<file path="src/rtl/parking_gate_ctrl_if.sv">
// Signal bundle between the vehicle sensors / password keypad and the
// entry-gate controller, plus the LED, 7-segment and status outputs.
interface parking_gate_ctrl_if #(
    parameter int PW_W     = 2,
    parameter int CAPACITY = 8
);
    localparam int OCC_W = $clog2(CAPACITY + 1);

    logic             entry;
    logic             exit;
    logic [PW_W-1:0]  password1;
    logic [PW_W-1:0]  password2;
    logic             pw_valid;
    logic             GREEN;
    logic             RED;
    logic [6:0]       HEX_1;
    logic [6:0]       HEX_2;
    logic [OCC_W-1:0] occupancy;
    logic             full;
    logic             locked;

    modport master (
        output entry, exit, password1, password2, pw_valid,
        input  GREEN, RED, HEX_1, HEX_2, occupancy, full, locked
    );

    modport slave (
        input  entry, exit, password1, password2, pw_valid,
        output GREEN, RED, HEX_1, HEX_2, occupancy, full, locked
    );
endinterface

</file>
<file path="src/rtl/parking_gate_ctrl.sv">
// Car-park entry gate: password check with wait window and lockout,
// occupancy tracking with queued exits, LED and 7-segment status decode.
module parking_gate_ctrl #(
    parameter int              PW_W        = 2,
    parameter logic [PW_W-1:0] PASS1       = 2'b01,
    parameter logic [PW_W-1:0] PASS2       = 2'b10,
    parameter int              CAPACITY    = 8,
    parameter int              WAIT_CYCLES = 3,
    parameter int              MAX_TRIES   = 3,
    parameter int              LOCK_CYCLES = 16,
    parameter int              BLINK_DIV   = 4
) (
    input  logic               clk,
    input  logic               rst,
    parking_gate_ctrl_if.slave gate_bus
);

    localparam int OCC_W = $clog2(CAPACITY + 1);
    localparam int WC_W  = (WAIT_CYCLES > 0) ? $clog2(WAIT_CYCLES + 1) : 1;
    localparam int TR_W  = $clog2(MAX_TRIES + 1);
    localparam int LK_W  = (LOCK_CYCLES > 1) ? $clog2(LOCK_CYCLES) : 1;
    localparam int BL_W  = (BLINK_DIV > 1) ? $clog2(BLINK_DIV) : 1;

    // Active-low segment patterns {g,f,e,d,c,b,a}
    localparam logic [6:0] SEG_BLANK = 7'h7F;
    localparam logic [6:0] SEG_F     = 7'b0001110;
    localparam logic [6:0] SEG_L     = 7'b1000111;
    localparam logic [6:0] SEG_E     = 7'b0000110;
    localparam logic [6:0] SEG_N     = 7'b0101011;
    localparam logic [6:0] SEG_G     = 7'b0000010;
    localparam logic [6:0] SEG_O     = 7'b1000000;
    localparam logic [6:0] SEG_S     = 7'b0010010;
    localparam logic [6:0] SEG_P     = 7'b0001100;

    typedef enum logic [2:0] {
        S_IDLE,
        S_WAIT_PASS,
        S_WRONG_PASS,
        S_RIGHT_PASS,
        S_LOCK
    } state_t;

    state_t            r_state;
    state_t            w_state_next;
    logic [WC_W-1:0]   r_wait_cnt;
    logic [TR_W-1:0]   r_tries;
    logic [OCC_W-1:0]  r_occupancy;
    logic [LK_W-1:0]   r_lock_cnt;
    logic [BL_W-1:0]   r_blink_cnt;
    logic              r_blink;
    logic              r_exit_pend;
    logic              r_exit_prev;

    logic              w_full;
    logic              w_wait_done;
    logic              w_lock_done;
    logic              w_blink_wrap;
    logic              w_pw_match;
    logic              w_attempt;
    logic              w_occ_inc;
    logic              w_state_change;
    logic              w_exit_rise;
    logic              w_service;
    logic              w_blinking;
    logic [TR_W-1:0]   w_tries_inc;
    logic [TR_W-1:0]   w_tries_next;

    assign w_full         = (r_occupancy == OCC_W'(CAPACITY));
    assign w_wait_done    = (r_wait_cnt == WC_W'(WAIT_CYCLES));
    assign w_lock_done    = (r_lock_cnt == LK_W'(LOCK_CYCLES - 1));
    assign w_blink_wrap   = (r_blink_cnt == BL_W'(BLINK_DIV - 1));
    assign w_pw_match     = (gate_bus.password1 == PASS1) && (gate_bus.password2 == PASS2);
    assign w_tries_inc    = r_tries + TR_W'(1);
    assign w_state_change = (w_state_next != r_state);
    assign w_exit_rise    = gate_bus.exit && !r_exit_prev;
    assign w_service      = (r_state == S_IDLE) && r_exit_pend;
    assign w_blinking     = (r_state == S_WRONG_PASS) || (r_state == S_RIGHT_PASS);

    // NOTE: every signal driven here gets a default first, so no path can infer a latch.
    always_comb begin
        w_state_next       = r_state;
        w_tries_next       = r_tries;
        w_attempt          = 1'b0;
        w_occ_inc          = 1'b0;
        gate_bus.GREEN     = 1'b0;
        gate_bus.RED       = 1'b0;
        gate_bus.HEX_1     = SEG_BLANK;
        gate_bus.HEX_2     = SEG_BLANK;

        case (r_state)
            S_IDLE: begin
                if (gate_bus.entry && !w_full) w_state_next = S_WAIT_PASS;
                if (w_full) begin
                    gate_bus.RED   = 1'b1;
                    gate_bus.HEX_1 = SEG_F;
                    gate_bus.HEX_2 = SEG_L;
                end
            end
            S_WAIT_PASS: begin
                if (!gate_bus.entry)                     w_state_next = S_IDLE;
                else if (w_wait_done && gate_bus.pw_valid) w_attempt  = 1'b1;
                gate_bus.RED   = 1'b1;
                gate_bus.HEX_1 = SEG_E;
                gate_bus.HEX_2 = SEG_N;
            end
            S_WRONG_PASS: begin
                if (!gate_bus.entry)        w_state_next = S_IDLE;
                else if (gate_bus.pw_valid) w_attempt    = 1'b1;
                gate_bus.RED   = r_blink;
                gate_bus.HEX_1 = SEG_E;
                gate_bus.HEX_2 = SEG_E;
            end
            S_RIGHT_PASS: begin
                if (!gate_bus.entry) w_state_next = S_IDLE;
                gate_bus.GREEN = r_blink;
                gate_bus.HEX_1 = SEG_G;
                gate_bus.HEX_2 = SEG_O;
            end
            S_LOCK: begin
                if (w_lock_done) w_state_next = S_IDLE;
                gate_bus.RED   = 1'b1;
                gate_bus.HEX_1 = SEG_S;
                gate_bus.HEX_2 = SEG_P;
            end
            default: w_state_next = S_IDLE;
        endcase

        if (w_attempt) begin
            if (w_pw_match) begin
                w_state_next = S_RIGHT_PASS;
                w_tries_next = '0;
                w_occ_inc    = 1'b1;
            end else begin
                w_tries_next = w_tries_inc;
                w_state_next = (w_tries_inc == TR_W'(MAX_TRIES)) ? S_LOCK : S_WRONG_PASS;
            end
        end

        if (w_state_change && (w_state_next == S_IDLE)) w_tries_next = '0;
    end

    assign gate_bus.occupancy = r_occupancy;
    assign gate_bus.full      = w_full;
    assign gate_bus.locked    = (r_state == S_LOCK);

    // NOTE: sequential state uses non-blocking assignments so every register samples pre-edge values.
    always_ff @(posedge clk or negedge rst) begin
        if (!rst) r_state <= S_IDLE;
        else      r_state <= w_state_next;
    end

    always_ff @(posedge clk or negedge rst) begin
        if (!rst) begin
            r_wait_cnt  <= '0;
            r_tries     <= '0;
            r_occupancy <= '0;
            r_lock_cnt  <= '0;
            r_blink_cnt <= '0;
            r_blink     <= 1'b0;
            r_exit_pend <= 1'b0;
            r_exit_prev <= 1'b0;
        end else begin
            r_tries     <= w_tries_next;
            r_exit_prev <= gate_bus.exit;

            // A second exit edge while one is still pending is dropped.
            if (w_service)        r_exit_pend <= 1'b0;
            else if (w_exit_rise) r_exit_pend <= 1'b1;

            if (w_occ_inc && !w_full)
                r_occupancy <= r_occupancy + OCC_W'(1);
            else if (w_service && (r_occupancy != '0))
                r_occupancy <= r_occupancy - OCC_W'(1);

            if (w_state_change)
                r_wait_cnt <= '0;
            else if ((r_state == S_WAIT_PASS) && !w_wait_done)
                r_wait_cnt <= r_wait_cnt + WC_W'(1);

            if (w_state_change)
                r_lock_cnt <= '0;
            else if ((r_state == S_LOCK) && !w_lock_done)
                r_lock_cnt <= r_lock_cnt + LK_W'(1);

            if (w_state_change) begin
                r_blink     <= 1'b1;
                r_blink_cnt <= '0;
            end else if (w_blinking) begin
                if (w_blink_wrap) begin
                    r_blink     <= ~r_blink;
                    r_blink_cnt <= '0;
                end else begin
                    r_blink_cnt <= r_blink_cnt + BL_W'(1);
                end
            end
        end
    end

endmodule

</file>
<file path="src/flat_wrapper.sv">
// flat-port wrapper written by rule: the top's interface ports become plain ports
module parking_gate_ctrl_flat 
#(
    parameter int              PW_W        = 2,
    parameter logic [PW_W-1:0] PASS1       = 2'b01,
    parameter logic [PW_W-1:0] PASS2       = 2'b10,
    parameter int              CAPACITY    = 8,
    parameter int              WAIT_CYCLES = 3,
    parameter int              MAX_TRIES   = 3,
    parameter int              LOCK_CYCLES = 16,
    parameter int              BLINK_DIV   = 4
)
  (clk, rst, gate_bus_entry, gate_bus_exit, gate_bus_password1, gate_bus_password2, gate_bus_pw_valid, gate_bus_GREEN, gate_bus_RED, gate_bus_HEX_1, gate_bus_HEX_2, gate_bus_occupancy, gate_bus_full, gate_bus_locked);
  parking_gate_ctrl_if #(.PW_W(PW_W), .CAPACITY(CAPACITY)) gate_bus_i ();
  input  logic clk;
  input  logic rst;
  input wire logic [$bits(gate_bus_i.entry)-1:0] gate_bus_entry;
  input wire logic [$bits(gate_bus_i.exit)-1:0] gate_bus_exit;
  input wire logic [$bits(gate_bus_i.password1)-1:0] gate_bus_password1;
  input wire logic [$bits(gate_bus_i.password2)-1:0] gate_bus_password2;
  input wire logic [$bits(gate_bus_i.pw_valid)-1:0] gate_bus_pw_valid;
  output wire logic [$bits(gate_bus_i.GREEN)-1:0] gate_bus_GREEN;
  output wire logic [$bits(gate_bus_i.RED)-1:0] gate_bus_RED;
  output wire logic [$bits(gate_bus_i.HEX_1)-1:0] gate_bus_HEX_1;
  output wire logic [$bits(gate_bus_i.HEX_2)-1:0] gate_bus_HEX_2;
  output wire logic [$bits(gate_bus_i.occupancy)-1:0] gate_bus_occupancy;
  output wire logic [$bits(gate_bus_i.full)-1:0] gate_bus_full;
  output wire logic [$bits(gate_bus_i.locked)-1:0] gate_bus_locked;
  assign gate_bus_i.entry = gate_bus_entry;
  assign gate_bus_i.exit = gate_bus_exit;
  assign gate_bus_i.password1 = gate_bus_password1;
  assign gate_bus_i.password2 = gate_bus_password2;
  assign gate_bus_i.pw_valid = gate_bus_pw_valid;
  assign gate_bus_GREEN = gate_bus_i.GREEN;
  assign gate_bus_RED = gate_bus_i.RED;
  assign gate_bus_HEX_1 = gate_bus_i.HEX_1;
  assign gate_bus_HEX_2 = gate_bus_i.HEX_2;
  assign gate_bus_occupancy = gate_bus_i.occupancy;
  assign gate_bus_full = gate_bus_i.full;
  assign gate_bus_locked = gate_bus_i.locked;
  parking_gate_ctrl #(.PW_W(PW_W), .PASS1(PASS1), .PASS2(PASS2), .CAPACITY(CAPACITY), .WAIT_CYCLES(WAIT_CYCLES), .MAX_TRIES(MAX_TRIES), .LOCK_CYCLES(LOCK_CYCLES), .BLINK_DIV(BLINK_DIV)) u_core (.clk(clk), .rst(rst), .gate_bus(gate_bus_i));
endmodule
</file>
<file path="config.mk">
export PLATFORM = sky130hd
export DESIGN_NAME = parking_gate_ctrl_flat
export DESIGN_NICKNAME = d
export VERILOG_FILES = /design/src/rtl/parking_gate_ctrl_if.sv /design/src/rtl/parking_gate_ctrl.sv /design/src/flat_wrapper.sv
export SDC_FILE = /design/constraint.sdc
export NUM_CORES = 1
export LEC_CHECK = 0
export ABC_CLOCK_PERIOD_IN_PS = 3340
export CAP_MARGIN = 10
export CELL_PAD_IN_SITES_DETAIL_PLACEMENT = 0
export CELL_PAD_IN_SITES_GLOBAL_PLACEMENT = 2
export CORE_ASPECT_RATIO = 0.8
export CORE_MARGIN = 10
export CORE_UTILIZATION = 38
export CTS_CLUSTER_DIAMETER = 50
export DETAILED_ROUTE_END_ITERATION = 10
export DONT_BUFFER_PORTS = 1
export PLACE_DENSITY_LB_ADDON = 0.1
export SETUP_SLACK_MARGIN = 0.15
export SLEW_MARGIN = 15
export SYNTH_ARGS = -nofsm -noshare
export SYNTH_HDL_FRONTEND = slang
export SYNTH_SLANG_ARGS = --single-unit
</file>
<file path="constraint.sdc">
create_clock -name clk -period 3.34 [get_ports clk]
set_input_delay 0.668 -clock clk [delete_from_list [all_inputs] [get_ports clk]]
set_output_delay 0.668 -clock clk [all_outputs]
set_load 0.05 [all_outputs]
</file>
==> results.md, run 1 <==
- Status: finished, final reports clean
- WP data required: 2.67 ns
- TritonCTS sink count: 20
- Worst skew pair latency: roughly 0.26 ns
- Mapped cell area: about 1500 sq um
- Logic pwr share: 59.0%
- Post-Synth Adder-Cell Area: roughly 6.5%
- Hold Path Class: in2async
- Port buffer count: 0
- Final period util: 87.4%
- CP arrival: 2.25 ns
- Die area: 6760 sq um
- Non-filler instance count after layout: 214
- Max FO, Critical Path: 5
- Post-synth top cells: dfrtp_1, nand2_1, nor3_1
- Antenna Nets Post-Route: 0
- R2R Setup Slk: 0.62 ns
- Sum Neg Setup Slack: 0 ns
- Max cap viols: 0
- DRC viols: 0
- Sequential power share: 26.5%
- CTS resizes: 0
- CTS Buf Count: 3
- Leak: ~0.0007 uW
- Largest net degree at the start of global routing: 21
- Primary FF master, synth: dfrtp_1
- Setup Fix Bufs, Post-CTS: 0
- R2r endpoint: u_core.gate_bus.occupancy[3]$_DFFE_PN0P_
- Setup crit end kind: output pin
- DRT iter0 DRCs: 50
- Via count: between 1k and 1.5k
- # setup viols final: 0
- Clock Tree Root: clkbuf_8
- Pwr Density: approximately 770 nW/um^2
- Top Ports: 31
- Vias in the first global route: between 1k and 1.5k
- Max Clk Rate: 343 MHz
- Die Span X: between 80 and 90 um
- Grt ovf: 0
- CTS Hold Bufs: 0
- Core ar.: 3750 sq um
- Simple-gate share of the synthesized area: a little under a quarter
- Mapped Nets: about 180
- Area contributors post-synth: dfrtp_1, ha_1, mux2i_1, nor3_1, nand2_1
- WL met3: about 380 um
- R2R depth: 8
- Pint: between 600 and 700 uW
- Post-synth top area share: 34.1%
- Clock Pin Slew Worst Setup and Hold Paths: around 0.070 ns
- Cells after synthesis: 159
- Worst r2r src: u_core.r_state[2]$_DFF_PN0_
- Proportion of layout cells with a drive suffix above 1: just under 20%
- Detail-routed via count per cell: ~5.8
- Syn avg cell area: between 9 and 10 sq um
- DR pass1 iterations: 4
- Layout Skew: 0.00108 ns
- CP Class: reg2out
- Number of flops mapped to enable cells by yosys: 0
- Peak supply drop: between 0.0004 and 0.0005 V
- # diodes: 0
- Clock share of power: 14.5%
- Clock Tree Buf Depth: 2
- Synth cell types: approximately 50
- Mux cell area share after synthesis: approximately 6.3%
- Endpoints failing hold: 0
- Top-count cell post-synth: dfrtp_1
- Xor/xnor share of the synthesized area: under 10%
- Startpoint Class: flip-flop
- Switch share: roughly 51%
- Seq/Total Area, Yosys: between 30% and 40%
- Fin. max-slew vios: 0
- RSZ-0062 raised after global routing: false
- Routed wl met2: around 1.6 mm
- Crit path from: u_core.gate_bus.occupancy[2]$_DFFE_PN0P_
- M1 WL: between 1.5 and 2 mm
- Initial Util: 39.1%
- Area Growth Syn to Fin: 14.1%
- H-tree Lvls: 1
- Placement Rows: 20
- Net switching power: approximately 660 uW
- FF+latch count, synth: 20
- Synthesis Warnings: 0
- Placed cell count: 210
- Compound-gate portion of the synthesized area: between 10% and 20%
- Routability congestion estimate: just over 0.8
- Die Height: 75.6 um
- Antenna violations before repair: 0
- Worst Max-Slew Pin Slew: 0.769 ns
- Worst setup path end: gate_bus_HEX_1[4]
- Wire per inst: 17.4 um
- Final net count: 187
- Hpwl dp: just under 3 mm
- Highest Signal Layer: met4
- CTS tree: yes
- Final WL: between 3 and 4 mm
- Ys async rst share: 100%
- Relative slew slack: between 40% and 50%
- First-pass GRT wire length: roughly 6 mm
- Largest family of logic cells by synthesized area: simple AND/OR/NAND/NOR gates
- Global-route usage over all layers: a little under an eighth
- Top cell type by total area after synthesis: dfrtp_1
- Min cycle time layout: just under 3 ns
placed cells by master (no fill, tap or decap), types with 2 or more instances in the layout:
master and n:
a21o_1 2, a21oi_1 9, buf_4 16, clkbuf_8 4, dfrtp_1 20, ha_1 6
inv_1 4, mux2_2 2, mux2i_1 7, nand2_1 14, nand2b_1 4, nand3_1 5
nand3b_1 3, nor2_1 9, nor2b_1 2, nor3_1 13, o21ai_0 5, o21ai_1 4
o31ai_1 2, or3_1 3, xnor2_1 2, xor2_1 5
how the worst min path moves through the flow:
stage | from | endpoint | slack (ns) | cells past startpoint
3_3_place_gp | rst | u_core.r_lock_cnt[2]$_DFFE_PN0P_ | 0.37 | 0
4_1_cts | rst | u_core.r_blink_cnt[0]$_DFFE_PN0P_ | 0.09 | 0
2_1_floorplan | rst | u_core.gate_bus.occupancy[0]$_DFFE_PN0P_ | 0.37 | 0
3_5_place_dp | rst | u_core.r_lock_cnt[2]$_DFFE_PN0P_ | 0.37 | 0
5_1_grt | rst | u_core.r_lock_cnt[2]$_DFFE_PN0P_ | 0.08 | 0
6_report | rst | u_core.r_lock_cnt[2]$_DFFE_PN0P_ | 0.1 | 0
cells by family (layout without fill, tap and decap cells):
logic type / count (synthesis) / in the layout
AOI/OAI and AO/OA: 39 / 39
buffers and inverters: 15 / 26
other: 1 / 1
muxes: 9 / 9
xor gates and xnor gates: 7 / 7
DFF: 20 / 20
and+or+nand+nor: 61 / 61
adders and majority gates: 7 / 7
per-stage QoR:
| stage | power, uW | hold slack (ns) | setup slack [ns] | utilization (%) | area, sq um |
|---|---|---|---|---|---|
| 2_1_floorplan | 938 | 0.372 | 0.196 | - | 1470 |
| 3_3_place_gp | 1090 | 0.373 | 0.641 | 43.1 | 1620 |
| 3_5_place_dp | 1110 | 0.373 | 0.562 | 43.1 | 1620 |
| 4_1_cts | 1300 | 0.0889 | 0.406 | 44.6 | 1670 |
| 5_1_grt | 1360 | 0.0765 | 0.336 | 44.6 | 1670 |
| 6_report | 1290 | 0.0956 | 0.420 | 44.6 | 1670 |
state kept, by name, indices dropped and copies added (netlist names):
register                   cells
u_core.gate_bus.occupancy      4
u_core.r_lock_cnt              4
u_core.r_state                 3
u_core.r_blink_cnt             2
u_core.r_tries                 2
u_core.r_wait_cnt              2
u_core.r_blink                 1
u_core.r_exit_pend             1
u_core.r_exit_prev             1
per-layer routing:
metal	GRT usage, %	vias to the layer above
met5	0	-
met4	2.29	0
met3	4.27	4
met2	16.4	43
met1	16.1	599
li1	-	604
critical path, stage by stage, from the launching register on:
cell	delay [ns]
dfrtp_1	0.61
or4b_4	0.63
clkinv_4	0.17
o21ai_1	0.13
or2_2	0.45
final cells by class:
| class | instances | area [sq um] |
|---|---|---|
| sequential | 20 | 500 |
| clock buffer | 4 | 55.1 |
| inverter | 5 | 23.8 |
| fill | 367 | 2080 |
| tap | 44 | 55.1 |
| timing repair buffer | 17 | 140 |
| multi-input combinational | 124 | 898 |
power groups by stage:
stage          registers (uW)  logic (uW)  clock network, uW
6_report                  342         759                186
4_1_cts                   342         761                193
5_1_grt                   347         810                202
3_5_place_dp              346         761                  0
2_1_floorplan             417         520                  0
3_3_place_gp              344         750                  0
Power figures use the tool's default switching activity.
==> run 2, diff against run 1 <==
CORE_ASPECT_RATIO = 1.25   (was 0.8)
MAX_ROUTING_LAYER = met4   (was not set)
==> run 2 against run 1 <==
  * Hold slack got worse by 0.0042 ns
  * Via count shrank 3.2%
  * Largest cell class unchanged
  * Sequential share of layout area about the same
  * Critical path type unchanged
==> results.md, run 2 (synthesized netlist as in run 1, its figures left out) <==
- Area Growth Syn to Fin: 14.2%
- Min cycle time layout: 2.89 ns
- Endpoints failing hold: 0
- Max cap viols: 0
- Top Ports: 31
- Peak supply drop: ~0.00027 V
- Dpl ws: ~0.56 ns
- Final period util: ~87%
- Relative slew slack: 39.3%
- Clock Tree Root: clkbuf_8
- DRT iter0 DRCs: 43
- CTS resizes: 0
- Layout Skew: about 0.0065 ns
- Die area: roughly 6800 sq um
- Most common cell after layout, fill and taps aside: dfrtp_1
- Final WL: 3.64 mm
- Final net count: about 190
- Setup ws final: between 0.4 and 0.5 ns
- Global-route usage over all layers: about an eighth
- R2r endpoint: u_core.gate_bus.occupancy[3]$_DFFE_PN0P_
- DR pass1 iterations: 4
- Worst r2r src: u_core.r_wait_cnt[0]$_DFFE_PN0P_
- Setup crit end kind: output pin
- Clock Tree Buf Depth: 2
- Leak: between 0.0007 and 0.0008 uW
- CP Class: reg2out
- Die Span X: roughly 76 um
- Die Height: approximately 90 um
- Antenna Nets Post-Route: 0
- Max Clk Rate: 346 MHz
- DRC viols: 0
- Placement Rows: 25
- CP arrival: 2.23 ns
- Hold Path Class: in2async
- WP data required: roughly 2.7 ns
- TritonCTS sink count: 20
- Wire per inst: between 15 and 20 um
- Clock Pin Slew Worst Setup and Hold Paths: ~0.08 ns
- Fin util: 44.6%
- Sum Neg Setup Slack: 0 ns
- # setup viols final: 0
- Antenna violations before repair: 0
- Pwr Density: between 700 and 800 nW/um^2
- R2R Setup Slk: between 0.7 and 0.8 ns
- CTS Buf Count: 3
- H-tree Lvls: 1
- Vias in the first global route: around 1.2k
- Largest net degree at the start of global routing: 21
- Port buffer count: 0
- Commonest cells after routing, fill and taps aside: dfrtp_1, buf_4, nand2_1, nor3_1
- Hpwl dp: between 2 and 3 mm
- Status: finished, final reports clean
- Setup Fix Bufs, Post-CTS: 0
- R2R depth: 9
- RSZ-0062 raised after global routing: false
- Core ar.: ~3800 sq um
- CTS tree: yes
- Via count: 1210
- CTS Hold Bufs: 0
- Startpoint Class: flip-flop
- Initial Util: roughly 40%
- Worst skew pair latency: between 0.2 and 0.3 ns
- Fin. max-slew vios: 0
- Routability congestion estimate: around 0.8
- Max FO, Critical Path: 5
- # diodes: 0
- First-pass GRT wire length: 5.99 mm
- Grt ovf: 0
- Worst Max-Slew Pin Slew: between 0.8 and 0.9 ns
- Proportion of layout cells with a drive suffix above 1: between 15 and 20%
- Detail-routed via count per cell: 5.73
-- run 2: cell count changes in the layout (fill, tap and decap cells not counted), sizes merged --
cell / delta
buf: +1
-- run 2: worst max path at each step --
stage / from / to / cells past startpoint
after floorplan: u_core.gate_bus.occupancy[0]$_DFFE_PN0P_ / gate_bus_HEX_2[5] / 4
after global placement: gate_bus_password2[0] / u_core.gate_bus.occupancy[3]$_DFFE_PN0P_ / 9
after detailed placement: gate_bus_password2[0] / u_core.gate_bus.occupancy[3]$_DFFE_PN0P_ / 9
after CTS: u_core.gate_bus.occupancy[2]$_DFFE_PN0P_ / gate_bus_HEX_1[4] / 4
after global routing: u_core.gate_bus.occupancy[2]$_DFFE_PN0P_ / gate_bus_HEX_1[4] / 4
final: u_core.gate_bus.occupancy[2]$_DFFE_PN0P_ / gate_bus_HEX_1[4] / 4
-- run 2: metal layers --
layer | track usage, % | wire length (um) | share of wire [%]
met3 | 2.78 | 159 | 4.4
met2 | 20.4 | 1920 | 53
met4 | 5.75 | 97 | 2.7
met1 | 11.9 | 1460 | 40
met5 | - | 0 | 0
-- run 2: layout make-up --
cell class	count	area, sq um
fillers	388	2080
multi-input cells	124	898
flip-flops and latches	20	500
inverters	5	23.8
clock buffers	4	55.1
repair buffers	18	148
well taps	40	50.0
-- run 2: metrics by stage --
| stage | power, uW | hold slack (ns) | std cells | instance area [sq um] |
|---|---|---|---|---|
| global placement | 1090 | 0.373 | 207 | 1620 |
| floorplan | 938 | 0.372 | 159 | 1470 |
| detailed placement | 1100 | 0.373 | 207 | 1620 |
| global route | 1360 | 0.0652 | 211 | 1680 |
| finish | 1280 | 0.0914 | 211 | 1680 |
| CTS | 1300 | 0.0773 | 211 | 1680 |
-- run 2: critical path, cell delays in order (launching register included) --
cell and delay, ns:
dfrtp_1 0.60, or4b_4 0.63, clkinv_4 0.16, o21ai_1 0.12
or2_2 0.44
-- run 2: report_power, final --
group	total, uW	internal [uW]	switching [uW]	leakage, uW
combinational	750	241	509	0.000418
sequential	341	285	56.3	0.000260
clock	188	105	83.6	0.0000288
==> run 3, diff against run 2 <==
REMOVE_ABC_BUFFERS = 1   (was not set)
SKIP_CTS_REPAIR_TIMING = 1   (was not set)
==> run 3 against run 2 <==
  * Critical path depth grew 1
  * Clock-buffer cell count is the same
  * Power shrank 0.55%
  * Design area shrank 0.30%
  * Utilization shrank 0.13 points
  * Largest power group unchanged
  * Fmax grew 3.8%
==> results.md, run 3 (synthesized netlist as in run 1, its figures left out) <==
- Status: finished, final reports clean
- DRT iter0 DRCs: 33
- DR pass1 iterations: 4
- First-pass GRT wire length: between 5 and 6 mm
- Final net count: approximately 190
- Pint: approximately 630 uW
- Global-route usage over all layers: roughly an eighth
- H-tree Lvls: 1
- Post-DP Area: roughly 1600 sq um
- Routability congestion estimate: a little under 0.8
- WP buf/inv: 2
- Design area: around 1700 sq um
- Leak: around 0.00071 uW
- Final Power: around 1300 uW
- CP arrival: between 2 and 2.5 ns
- Clock share of power: between 15 and 20%
- Hold Path Class: in2async
- Clock Tree Buf Depth: 2
- Switch share: 50.8%
- Area Growth Syn to Fin: 13.9%
- FILL cells: a little under 400
- Worst path cell trace: buf_4, or4b_4, clkinv_4, o21ai_1, o21bai_1
- Placement Rows: 25
- Top Ports: 31
- Port buffer count: 0
- Startpoint Class: flip-flop
- FF+latch area: around 500 sq um
- Commonest cells after routing, fill and taps aside: dfrtp_1, buf_4, nand2_1, nor3_1
- Final period util: between 80% and 90%
- Fin. max-slew vios: 0
- Critical Path Stages: 5
- Clock Tree Root: clkbuf_8
- WHS: between 0.08 and 0.09 ns
- Die area: 6760 sq um
- Layout Skew: around 0.0085 ns
- Endpoints failing hold: 0
- CTS tree: yes
- Delay-heaviest family, CP: compound AO/OA/AOI/OAI gates
- Antenna violations before repair: 0
- # setup viols final: 0
- CP Class: reg2out
- Pwr Density: approximately 760 nW/um^2
- Max cap viols: 0
- Area of the multi-input gates: 898 sq um
- CTS Buf Count: 3
- Worst skew pair latency: approximately 0.27 ns
- Worst Max-Slew Pin Slew: roughly 1.0 ns
- R2R depth: 9
- DRC viols: 0
- WP data required: between 2 and 3 ns
- Die Height: between 80 and 90 um
- Detail-routed via count per cell: roughly 5.6
- Clock Pin Slew Worst Setup and Hold Paths: approximately 0.080 ns
- Max FO, Critical Path: 8
- Max Clk Rate: between 300 and 400 MHz
- Hpwl dp: 2.86 mm
- Min cycle time layout: roughly 2.8 ns
- Initial Util: approximately two fifths
- Logic pwr share: 60.4%
- RSZ-0062 raised after global routing: false
- Wire per inst: between 15 and 20 um
- Sequential power share: roughly a quarter
- Antenna Nets Post-Route: 0
- Peak supply drop: around 0.00020 V
- Relative slew slack: 33.3%
- Grt ovf: 0
- Most common cell after layout, fill and taps aside: dfrtp_1
- TritonCTS sink count: 20
- Via count: between 1k and 1.5k
- # diodes: 0
- CP peak stage delay: approximately 0.55 ns
- Net switching power: 646 uW
- Die Span X: ~76 um
- Final WL: 3.61 mm
- Vias in the first global route: between 1k and 1.5k
- Proportion of layout cells with a drive suffix above 1: between 20% and 30%
- Critical path's slowest cell: or4b_4
- Largest net degree at the start of global routing: 21
- Core ar.: approximately 3800 sq um
- Setup crit end kind: output pin
-- run 3: cell types whose count changed in the layout (fill, tap and decap cells not counted) --
cell,before,now
buf_12,1,0
buf_4,17,19
-- run 3: worst paths after layout --
kind                                                           from                                        to  slack, ns
min reg2reg                            u_core.r_exit_prev$_DFF_PN0_            u_core.r_exit_pend$_DFFE_PN0P_       0.44
max                        u_core.gate_bus.occupancy[3]$_DFFE_PN0P_                         gate_bus_HEX_2[5]       0.55
max in group asynchronous                                       rst          u_core.r_wait_cnt[1]$_DFFE_PN0P_       3.17
min in group clk                                      gate_bus_exit              u_core.r_exit_prev$_DFF_PN0_       0.42
max reg2reg                        u_core.r_wait_cnt[0]$_DFFE_PN0P_  u_core.gate_bus.occupancy[3]$_DFFE_PN0P_       0.77
min                                                             rst            u_core.r_exit_pend$_DFFE_PN0P_       0.08
-- run 3: cell type report --
cell class | instances | area share [%]
Clock buffer | 4 | 3.30
Inverter | 5 | 1.42
Multi-Input combinational cell | 124 | 53.8
Sequential cell | 20 | 30.0
Tap cell | 40 | 3.00
Timing Repair Buffer | 19 | 8.54
-- run 3: metal layers --
layer  part of all wire [%]  track usage, %
met1                     38            11.4
met2                     57            22.2
met5                      0               -
met3                    4.2            2.33
met4                    1.4            4.06
-- run 3: per-stage QoR --
step / util (%) / cells / TNS (ns) / setup slack (ns)
floorplan: - / 149 / -5.28 / -1.63
global placement: 43.0 / 208 / 0 / 0.706
detailed placement: 43.0 / 208 / 0 / 0.654
CTS: 44.5 / 212 / 0 / 0.534
global route: 44.5 / 212 / 0 / 0.482
finish: 44.5 / 212 / 0 / 0.552
-- run 3: power by group through the flow --
stage	logic [uW]	registers [uW]	clock network (uW)
floorplan	478	429	0
global placement	772	315	0
detailed placement	776	316	0
CTS	777	311	199
global route	823	316	209
finish	769	311	193
